==> src/rtl/cfu_arbiter.sv <==
`default_nettype none
// ============================================================================
//  Module      : cfu_arbiter
//  Description : Shares one CFU datapath between two command sources.
//                Round-robin grant, registered command, CFU handshake
//                sequencing, result capture and return to the issuing
//                requester only. At most one transaction is outstanding
//                because the CFU carries no transaction ID.
//
//  Ports
//    clk, reset_n                      clock, async active-low reset
//    m{0,1}_cmd_valid / _ready         requester command handshake
//    m{0,1}_cmd_payload_function_id    3-bit CFU function select
//    m{0,1}_cmd_payload_inputs_{0,1}   32-bit operands
//    m{0,1}_rsp_valid / _ready         requester response handshake
//    m{0,1}_rsp_payload_outputs_0      32-bit result (shared register)
//    cfu_cmd_valid / _ready            command to the shared CFU
//    cfu_cmd_payload_*                 registered command payload
//    cfu_rsp_valid / _ready            CFU response handshake
//    cfu_rsp_payload_outputs_0         CFU result
//
//  Revision    : 1.0  initial release
// ============================================================================
module cfu_arbiter (
    input  logic        clk,
    input  logic        reset_n,

    input  logic        m0_cmd_valid,
    output logic        m0_cmd_ready,
    input  logic [2:0]  m0_cmd_payload_function_id,
    input  logic [31:0] m0_cmd_payload_inputs_0,
    input  logic [31:0] m0_cmd_payload_inputs_1,
    output logic        m0_rsp_valid,
    input  logic        m0_rsp_ready,
    output logic [31:0] m0_rsp_payload_outputs_0,

    input  logic        m1_cmd_valid,
    output logic        m1_cmd_ready,
    input  logic [2:0]  m1_cmd_payload_function_id,
    input  logic [31:0] m1_cmd_payload_inputs_0,
    input  logic [31:0] m1_cmd_payload_inputs_1,
    output logic        m1_rsp_valid,
    input  logic        m1_rsp_ready,
    output logic [31:0] m1_rsp_payload_outputs_0,

    output logic        cfu_cmd_valid,
    input  logic        cfu_cmd_ready,
    output logic [2:0]  cfu_cmd_payload_function_id,
    output logic [31:0] cfu_cmd_payload_inputs_0,
    output logic [31:0] cfu_cmd_payload_inputs_1,
    input  logic        cfu_rsp_valid,
    output logic        cfu_rsp_ready,
    input  logic [31:0] cfu_rsp_payload_outputs_0
);

    typedef enum logic [1:0] {
        ST_IDLE  = 2'd0,
        ST_ISSUE = 2'd1,
        ST_RESP  = 2'd2
    } state_t;

    state_t      r_state;
    state_t      w_state_next;

    logic        r_last_grant;   // 1: m1 was granted last, 0: m0
    logic        r_owner;        // requester that owns the outstanding command
    logic        r_cmd_done;
    logic        r_rsp_done;
    logic [2:0]  r_fid;
    logic [31:0] r_in0;
    logic [31:0] r_in1;
    logic [31:0] r_result;

    logic        w_grant0;
    logic        w_grant1;
    logic        w_accept;
    logic        w_cmd_fire;
    logic        w_cmd_seen;
    logic        w_rsp_fire;
    logic        w_issue_done;
    logic        w_owner_rsp_ready;

    // Round-robin grant. Gated by reset_n so no ready is presented to a
    // requester while the block is held in reset.
    always_comb begin
        w_grant0 = 1'b0;
        w_grant1 = 1'b0;
        if (reset_n && (r_state == ST_IDLE)) begin
            if (m0_cmd_valid && m1_cmd_valid) begin
                w_grant0 = r_last_grant;
                w_grant1 = ~r_last_grant;
            end else begin
                w_grant0 = m0_cmd_valid;
                w_grant1 = m1_cmd_valid;
            end
        end
    end

    assign w_accept          = w_grant0 | w_grant1;
    assign w_cmd_fire        = cfu_cmd_valid & cfu_cmd_ready;
    // A CFU response only counts once the command has been handed over,
    // either earlier or in this very cycle.
    assign w_cmd_seen        = r_cmd_done | w_cmd_fire;
    assign w_rsp_fire        = cfu_rsp_valid & cfu_rsp_ready & w_cmd_seen & ~r_rsp_done;
    assign w_issue_done      = w_cmd_seen & (r_rsp_done | w_rsp_fire);
    assign w_owner_rsp_ready = r_owner ? m1_rsp_ready : m0_rsp_ready;

    // State register and datapath registers
    always_ff @(posedge clk or negedge reset_n) begin
        if (!reset_n) begin
            r_state      <= ST_IDLE;
            r_last_grant <= 1'b1;
            r_owner      <= 1'b0;
            r_cmd_done   <= 1'b0;
            r_rsp_done   <= 1'b0;
            r_fid        <= 3'd0;
            r_in0        <= 32'd0;
            r_in1        <= 32'd0;
            r_result     <= 32'd0;
        end else begin
            r_state <= w_state_next;
            if (w_accept) begin
                r_owner      <= w_grant1;
                r_last_grant <= w_grant1;
                r_fid        <= w_grant1 ? m1_cmd_payload_function_id : m0_cmd_payload_function_id;
                r_in0        <= w_grant1 ? m1_cmd_payload_inputs_0    : m0_cmd_payload_inputs_0;
                r_in1        <= w_grant1 ? m1_cmd_payload_inputs_1    : m0_cmd_payload_inputs_1;
                r_cmd_done   <= 1'b0;
                r_rsp_done   <= 1'b0;
            end
            if (w_cmd_fire) begin
                r_cmd_done <= 1'b1;
            end
            if (w_rsp_fire) begin
                r_rsp_done <= 1'b1;
                r_result   <= cfu_rsp_payload_outputs_0;
            end
        end
    end

    // Next state and state-decoded outputs
    always_comb begin
        w_state_next  = r_state;
        cfu_cmd_valid = 1'b0;
        cfu_rsp_ready = 1'b0;
        m0_rsp_valid  = 1'b0;
        m1_rsp_valid  = 1'b0;
        case (r_state)
            ST_IDLE: begin
                if (w_accept) begin
                    w_state_next = ST_ISSUE;
                end
            end
            ST_ISSUE: begin
                cfu_cmd_valid = ~r_cmd_done;
                cfu_rsp_ready = 1'b1;
                if (w_issue_done) begin
                    w_state_next = ST_RESP;
                end
            end
            ST_RESP: begin
                m0_rsp_valid = ~r_owner;
                m1_rsp_valid = r_owner;
                if (w_owner_rsp_ready) begin
                    w_state_next = ST_IDLE;
                end
            end
            default: begin
                w_state_next = ST_IDLE;
            end
        endcase
    end

    assign m0_cmd_ready                = w_grant0;
    assign m1_cmd_ready                = w_grant1;
    assign m0_rsp_payload_outputs_0    = r_result;
    assign m1_rsp_payload_outputs_0    = r_result;
    assign cfu_cmd_payload_function_id = r_fid;
    assign cfu_cmd_payload_inputs_0    = r_in0;
    assign cfu_cmd_payload_inputs_1    = r_in1;

endmodule
`default_nettype wire

==> config.mk <==
export PLATFORM = sky130hd
export DESIGN_NAME = cfu_arbiter
export DESIGN_NICKNAME = d
export VERILOG_FILES = /design/src/rtl/cfu_arbiter.sv
export SDC_FILE = /design/constraint.sdc
export NUM_CORES = 1
export LEC_CHECK = 0
export ABC_AREA = 1
export BUFFER_PORTS_ARGS = -buffer_cell sky130_fd_sc_hd__buf_2
export CORE_MARGIN = 1.5
export CORE_UTILIZATION = 34
export CTS_CLUSTER_SIZE = 16
export DETAILED_ROUTE_END_ITERATION = 7
export PLACE_DENSITY = 0.73
export SKIP_LAST_GASP = 1
export SLEW_MARGIN = 40
export SYNTH_ARGS = -nofsm -noshare
export SYNTH_HDL_FRONTEND = slang
export SYNTH_SLANG_ARGS = --single-unit
export TNS_END_PERCENT = 5
==> constraint.sdc <==
create_clock -name clk -period 1.88 [get_ports clk]
set_clock_uncertainty 0.1 [all_clocks]
set_input_delay 0.188 -clock clk [delete_from_list [all_inputs] [get_ports clk]]
set_output_delay 0.188 -clock clk [all_outputs]
set_load 0.1 [all_outputs]
==> results of run 1 <==
## final cells by class
| type | count | area (sq um) |
|---|---|---|
| Fill cell | 1513 | 8250 |
| Sequential cell | 105 | 2630 |
| Timing Repair Buffer | 359 | 2080 |
| Multi-Input combinational cell | 461 | 2000 |
| Inverter | 146 | 548 |
| Tap cell | 216 | 270 |
| Clock buffer | 13 | 260 |
| Clock inverter | 3 | 25.0 |
## stage by stage
step,setup TNS [ns],setup slack (ns),hold slack [ns],cells,area [sq um]
floorplan,-12.94,-0.452,-0.208,788,5670
global placement,0,0.314,-0.0478,1254,7190
detailed placement,0,0.277,-0.0452,1254,7190
CTS,0,0.0191,0.00801,1303,7810
global route,-0.618,-0.0765,0.0377,1303,7810
finish,0,0.0490,0.0315,1303,7810
## kinds of logic (layout without fill, tap and decap cells)
group           count (synthesis)  in the layout  share of synthesized area (%)
simple gates                  453            453                           34.2
flops                         105            105                           46.4
compound gates                  8              8                          0.884
buf+inv                       222            521                           18.5
## routing by layer
layer	vias up	track usage, %	routed length [um]
li1	2933	-	-
met1	2592	24.3	7240
met2	288	33.9	8290
met3	19	4.31	1400
met4	0	6.85	306
met5	-	0	0
## sequential cells by signal, indices dropped and copies added, names as in the netlist
signal                       count
cfu_cmd_payload_inputs_0        32
cfu_cmd_payload_inputs_1        32
m0_rsp_payload_outputs_0        32
cfu_cmd_payload_function_id      3
r_state                          2
r_cmd_done                       1
r_last_grant                     1
r_owner                          1
r_rsp_done                       1
## worst min-delay path by stage
stage                                             start                             end  slack (ns)  depth (start not counted)
after floorplan                                 reset_n  cfu_cmd_payload_function_id[0]       -0.21                          0
after global placement                          reset_n    cfu_cmd_payload_inputs_0[20]       -0.05                          1
after detailed placement                        reset_n    cfu_cmd_payload_inputs_0[20]       -0.05                          1
after CTS                 cfu_rsp_payload_outputs_0[16]    m0_rsp_payload_outputs_0[16]       0.008                          3
after global routing      cfu_rsp_payload_outputs_0[16]    m0_rsp_payload_outputs_0[16]        0.04                          3
final                     cfu_rsp_payload_outputs_0[16]    m0_rsp_payload_outputs_0[16]        0.03                          3
## layout by cell type, fill, tap and decap left out, types with 4 or more instances in the layout
cell type,n
sky130_fd_sc_hd__nor2_1,5
sky130_fd_sc_hd__buf_2,305
sky130_fd_sc_hd__nand3_1,169
sky130_fd_sc_hd__dfrtp_1,104
sky130_fd_sc_hd__buf_12,5
sky130_fd_sc_hd__dlygate4sd3_1,33
sky130_fd_sc_hd__buf_4,15
sky130_fd_sc_hd__inv_1,143
sky130_fd_sc_hd__clkbuf_16,9
sky130_fd_sc_hd__nand2_1,271
sky130_fd_sc_hd__o21ai_0,4
## worst min-delay path, cell delays in order
cell and delay (ns):
sky130_fd_sc_hd__buf_2 0.11, sky130_fd_sc_hd__nand3_1 0.08, sky130_fd_sc_hd__nand2_1 0.06
## timing repair
action | CTS | global route
gates resized for setup | 0 | 1
setup endpoints to repair | 0 | 22
endpoints found under the hold margin | 57 | 0
hold buffers | 33 | 0
==> results by stage, run 1 <==
Synthesis:
- Of the synthesized area, sequential elements account for 46.4%.
- The library cell occupying the most area in the post-synthesis netlist is sky130_fd_sc_hd__dfrtp_1.
- The prevailing post-synth register cell is sky130_fd_sc_hd__dfrtp_1.
- The area share of the largest cell type after synthesis is 46.0%.
- The fraction of registers with async set/reset is 100%.
- Among all cell types in the netlist, the one instantiated most often is sky130_fd_sc_hd__nand2_1.
- The count of flip-flops with a built-in enable after synthesis is 0.
- The post-synthesis cell count is 788.
- The count of distinct cell types in the synthesized netlist is 20.
- The mapped netlist covers 0.00566 sq mm.
- The number of nets in the synthesized netlist is 962.
- Yosys attributes the largest share of cell area to sky130_fd_sc_hd__dfrtp_1, sky130_fd_sc_hd__nand2_1, sky130_fd_sc_hd__nand3_1.
- The average instance in the mapped netlist occupies 7.18 sq um.
- In this run, synthesis produced a sequential element count of 105.
- Yosys printed 0 warnings.
- The commonest cells after synthesis are sky130_fd_sc_hd__nand2_1, sky130_fd_sc_hd__nand3_1, sky130_fd_sc_hd__inv_1.

Routing:
- The pre-antenna-repair detailed-routing pass consisted of 5 iterations.
- The number of violations reported at the end of detailed-routing iteration 0 is 321.
- The final routed DRC violation total is 0.
- The routed design has 17200 um of wire.
- After detailed routing, the average wire length per cell comes to 13.2 um.
- The number of vias per cell after detailed routing is 4.48.
- The count of nets left with antenna violations after detail routing is 0.
- The via count is 5832.

STA:
- The actual slew at the worst max-slew pin is 0.623 ns.
- The number of failing hold endpoints at the final stage came to 0.
- The final cycle utilization of the critical path is 97.4%.
- The count of final max-slew check failures was 0.
- The worst slew slack as a fraction of its limit is 58.3%.
- The worst path in the final design needs a cycle of 1.83 ns, including I/O delays and setup.
- Setup repair after global routing could not meet its margin everywhere.
- Setup violations remaining at the end of the flow were counted as 0.
- The maximum clock rate is 546 MHz.

Flow run:
- Max-cap violations in this run came to 0.

Cells and area:
- From synthesis to final layout, the design area changed by 38.0%.
- The fraction of the core area covered by cells at the end of the flow is 48.7%.
- Cells with a size suffix above 1 make up 32.6% of the layout.
- The number of antenna diodes in the final layout is 0.
- The net count of the finished layout is 1256.

Clock tree:
- Buffers added to address setup during post-CTS repair amount to 0.
- The H-tree was split into 3 levels.
- TritonCTS built the clock tree.
- The worst-skew pair later-pin latency is 0.34 ns.
- The number of buffers on the longest clock path is 2.
- Clock tree synthesis found a total of 105 sinks.
- Buffers inserted during clock tree synthesis total 9.
- The clock transition at the registers of the reported paths is 0.06 ns.
- The master cell of the clock root buffer is sky130_fd_sc_hd__clkbuf_16.

Hold path:
- In this run the worst hold path is classified as in2reg.

Setup path:
- The worst setup path is of the in2out kind.
- At the worst endpoint, the arrival time is 1.54 ns.
- The standard cell with the maximum stage delay on the critical path is sky130_fd_sc_hd__dlygate4sd3_1.
- The worst register-to-register path ends at m0_rsp_payload_outputs_0[15].
- The critical path ends at m1_cmd_ready.
- Together, buffers and inverters on the worst path number 5.
- The top cell family by delay on the critical path is buffers and inverters.
- In this run the worst path has a maximum fanout of 6.
- The flop-to-flop setup slack is 0.25 ns.
- STA classifies the critical path startpoint as an input port.
- The startpoint of the worst-slack reg-to-reg timing path is r_state[0].
- In this run the number of cells on the critical path is 7.
- The critical path goes through dlygate4sd3_1, buf_4, inv_1, nor2_4, nand2_2, inv_1, buf_12.
- The number of cells on the worst reg-to-reg path is 7.
- The critical path's most frequent cell is sky130_fd_sc_hd__inv_1.
- On the worst path, the slowest cell contributes a delay of 0.54 ns.
- The required arrival time at the worst endpoint is 1.59 ns.
- In this run the worst setup path begins at reset_n.
- The type of element capturing the critical path is an output port.

Placed design:
- The final weighted congestion of routability-driven global placement is 0.820.
- Once detailed placement completed, the half-perimeter wirelength came to 12300 um.
- Port buffering added 310 buffers.

GRT:
- The pin count of the biggest net entering global routing is 47.
- The overall overflow remaining after global route is 0.
- The number of global-route vias before repair came to 5292.
- The first global-routing pass estimated 27200 um of wire.
- The total routing usage reported by global routing is 19.7%.
- The number of antenna violations at the first check in global routing is 0.

Die:
- The height of the chip is 132 um.
- The die covers 0.0174 sq mm.
- The placeable core region is 0.0161 sq mm.
- The number of top-level design ports is 311.
- The width of the die is 132 um.
- The initial cell density of the core is 35.3%.
- The floorplan has 46 rows.

Run status:
- The flow ran to the end, and the final reports show no timing, DRC or antenna violations.
Power of run 1 is not shown: default switching activity piles up to over one toggle a cycle in this logic, so the estimate is an artifact.
==> run 2: changes to the inputs <==
Settings changed: GPL_TIMING_DRIVEN set to 0, PLACE_DENSITY 0.73 to 0.67.
Clock period 1.88 ns to 1.6 ns, I/O delays scaled along.
==> run 2 against run 1 <==
Net effect: the flow now finishes with violations (negative hold slack, negative setup slack); first-iteration DRC count is 31% lower; count of clock-buffer cells in the layout is 1 lower; critical path depth unchanged; wire length is 8.6% higher; via count up 6.5%; core utilization rose by 5.0 points; register-to-register slack worse by 0.32 ns; critical endpoint unchanged; largest cell class is now non-clock buffers.
==> results by stage, run 2 (synthesis gave the netlist of run 1 again) <==
Clock tree:
- The number of clock buffers inserted by TritonCTS is 9 (unchanged).
- The master cell of the clock root buffer is sky130_fd_sc_hd__clkbuf_16 (unchanged).
- The number of sinks handled by clock tree synthesis is 105 (unchanged).
- The CTS tree is built (unchanged).
- The worst-skew pair later-pin latency was 0.34 ns (about the same).
- The number of hold buffers added after cts is 57 (was 33).
- The clock transition at the registers of the reported paths is 0.07 ns (was 0.06 ns).
- The number of buffers on the longest clock path was 2 (unchanged).
- The maximum level of the CTS H-tree was 3 (unchanged).

Die:
- The height of the chip is 132 um (unchanged).
- The number of top-level design ports was 311 (unchanged).
- The number of placement rows is 46 (unchanged).
- The placeable core region is 0.0161 sq mm (unchanged).
- The die outline area came to 0.0174 sq mm (unchanged).
- The initial cell density of the core is 35.3% (unchanged).
- The width of the die is 132 um (unchanged).

Placed design:
- The count of placed standard cells including taps is 1315 (was 1254).
- The count of input and output buffers is 310 (unchanged).
- The final weighted congestion of routability-driven global placement is 0.802 (was 0.820).
- The HPWL after detailed placement came to 13800 um (was 12300 um).

Flow run:
- The max-capacitance violation count was 0 (unchanged).

Setup path:
- The required arrival time at the worst endpoint is 1.34 ns (was 1.59 ns).
- The kind of start point of the critical path is a flip-flop (was input port).
- The capturing point of the worst reg2reg path is cfu_cmd_payload_inputs_1[7] (was m0_rsp_payload_outputs_0[15]).
- The largest fanout of any net on the critical path is 3 (was 6).
- The flop-to-flop setup slack was -0.07 ns (was 0.25 ns).
- The startpoint of the worst-slack reg-to-reg timing path is r_state[1] (was r_state[0]).
- The type of element capturing the critical path was an output port (unchanged).
- The arrival time of data at the critical path endpoint is 1.48 ns (was 1.54 ns).
- The cell depth of the worst flop-to-flop path is 9 (was 7).
- The path type of the worst setup path is reg2out (was in2out).

Cells and area:
- The most common cell after layout, fill and taps aside is sky130_fd_sc_hd__buf_2 (unchanged).
- The fill cell total of the finished layout is 1529 (was 1513).
- Top library cells by usage in the layout, fill and taps aside: sky130_fd_sc_hd__buf_2, sky130_fd_sc_hd__nand2_1, sky130_fd_sc_hd__nand3_1, sky130_fd_sc_hd__inv_1, sky130_fd_sc_hd__dfrtp_1 (unchanged).
- The number of diodes added for antenna fixing is 0 (unchanged).
- The area growth from synthesis to layout was 52.1% (was 38.0%).
- The register area came to 0.00263 sq mm (about the same).
- The net total in the final layout is 1347 (was 1256).
- The footprint of the multi-input gates is 0.00205 sq mm (was 0.00200 sq mm).
- The final standard cell count with taps included and fillers excluded is 1394 (was 1303).
- The share of final-layout standard cells stronger than drive strength 1 is 36.6% (was 32.6%).

STA:
- The number of failing hold endpoints at the final stage was 104 (was 0).
- Of the available clock period, the critical path in the final layout requires 109%.
- The worst setup slack after layout is -0.141 ns (was 0.0490 ns).
- Derived from the worst setup path, the maximum achievable clock frequency is 574 MHz.
- The time the final worst path needs with I/O delays and setup is 1.74 ns.
- The final setup violation count is 60 (was 0).
- The smallest hold slack is -0.436 ns (was 0.0315 ns).
- The worst slew slack as a fraction of its limit is 65.2% (was 58.3%).
- Setup repair after global routing missed its margin: true (unchanged).
- The actual slew at the worst max-slew pin was 0.526 ns (was 0.623 ns).
- The count of final max-slew check failures is 0 (unchanged).

GRT:
- The number of global-route vias before repair came to 6201 (was 5292).
- The total routing usage reported by global routing came to 21.9% (was 19.7%).
- The overall overflow remaining after global route came to 0 (unchanged).
- The pin count of the biggest net entering global routing is 56 (was 47).
- The wire length of the first global-routing pass is 30400 um (was 27200 um).
- The number of antenna violations at the first check in global routing is 0 (unchanged).

Routing:
- The count of nets left with antenna violations after detail routing is 0 (unchanged).
- The number of violations reported at the end of detailed-routing iteration 0 is 222 (was 321).
- The number of vias per cell after detailed routing is 4.46 (was 4.48).
- The number of iterations in the first detailed-routing pass is 4 (was 5).
- The total routed wirelength was 18700 um (was 17200 um).
- The final routed DRC violation total is 0 (unchanged).
- The via count is 6212 (was 5832).
- The routed wirelength normalized by instance count came to 13.4 um (was 13.2 um).

Run status:
- Outcome: finished with violations (was completed).
- The checks that failed: negative hold slack, negative setup slack.

Hold path:
- The class of the most critical hold timing path was in2async (was in2reg).
==> run 2: changes by cell type in the layout (fill, tap and decap cells not counted), moves of 2 or more <==
cell,before,now
sky130_fd_sc_hd__clkinv_2,0,2
sky130_fd_sc_hd__nor2_4,2,5
sky130_fd_sc_hd__inv_4,0,2
sky130_fd_sc_hd__nor2_1,5,1
sky130_fd_sc_hd__dfrtp_2,0,2
sky130_fd_sc_hd__buf_2,305,324
sky130_fd_sc_hd__buf_6,0,9
sky130_fd_sc_hd__nand2_4,0,3
sky130_fd_sc_hd__clkbuf_2,0,2
sky130_fd_sc_hd__nand2_1,271,269
sky130_fd_sc_hd__dfrtp_1,104,102
sky130_fd_sc_hd__buf_4,15,48
sky130_fd_sc_hd__dlygate4sd3_1,33,57
==> run 2: repair_timing <==
action / 4_1_cts / 5_1_grt
buffers inserted: 7 / 0
endpoints found under the hold margin: 108 / 104
endpoints found under the setup margin: 94 / 108
pin swaps: 3 / 2
resized for setup: 35 / 17
==> run 2: layout make-up <==
cell class	count	share of cell area (%)
clock inverters	4	0.305
clock buffers	12	3.10
inverters	146	6.42
repair buffers	375	26.4
flip-flops and latches	105	30.6
multi-input cells	461	23.8
plain buffers	75	6.26
well taps	216	3.14
==> run 2: worst max-delay path by stage <==
stage	slack (ns)	from	cells past startpoint	to
2_1_floorplan	-0.23	r_state[0]	6	m1_cmd_ready
3_3_place_gp	-2.33	reset_n	7	m1_cmd_ready
3_5_place_dp	-0.67	reset_n	7	m1_cmd_ready
4_1_cts	-0.18	r_state[1]	7	m1_cmd_ready
5_1_grt	-0.20	r_state[1]	7	m1_cmd_ready
6_report	-0.14	r_state[1]	7	m1_cmd_ready
==> run 2: critical path, cell delays in order (launching register included) <==
cell,delay [ns]
sky130_fd_sc_hd__dfrtp_2,0.46
sky130_fd_sc_hd__inv_4,0.09
sky130_fd_sc_hd__nand2_4,0.07
sky130_fd_sc_hd__nor2_4,0.11
sky130_fd_sc_hd__nand2_4,0.06
sky130_fd_sc_hd__buf_8,0.13
sky130_fd_sc_hd__inv_4,0.05
sky130_fd_sc_hd__buf_12,0.16
==> run 2: stage by stage <==
stage / setup TNS (ns) / setup WS, ns / util (%) / instance area, sq um
detailed placement: -32.23 / -0.666 / 47.0 / 7540
global route: -11.56 / -0.203 / 53.6 / 8610
global placement: -258.15 / -2.33 / 46.8 / 7510
floorplan: -7.18 / -0.226 / - / 5690
finish: -1.82 / -0.141 / 53.6 / 8610
CTS: -6.74 / -0.181 / 53.5 / 8590
==> run 2: per-layer routing <==
metal | vias up | track usage, % | share of wire (%)
met5 | - | 0 | 0
li1 | 3110 | - | -
met4 | 0 | 7.53 | 2.0
met3 | 24 | 5.42 | 7.5
met1 | 2838 | 24.9 | 41
met2 | 240 | 39.7 | 50
Power of run 2 is left out for the same reason.
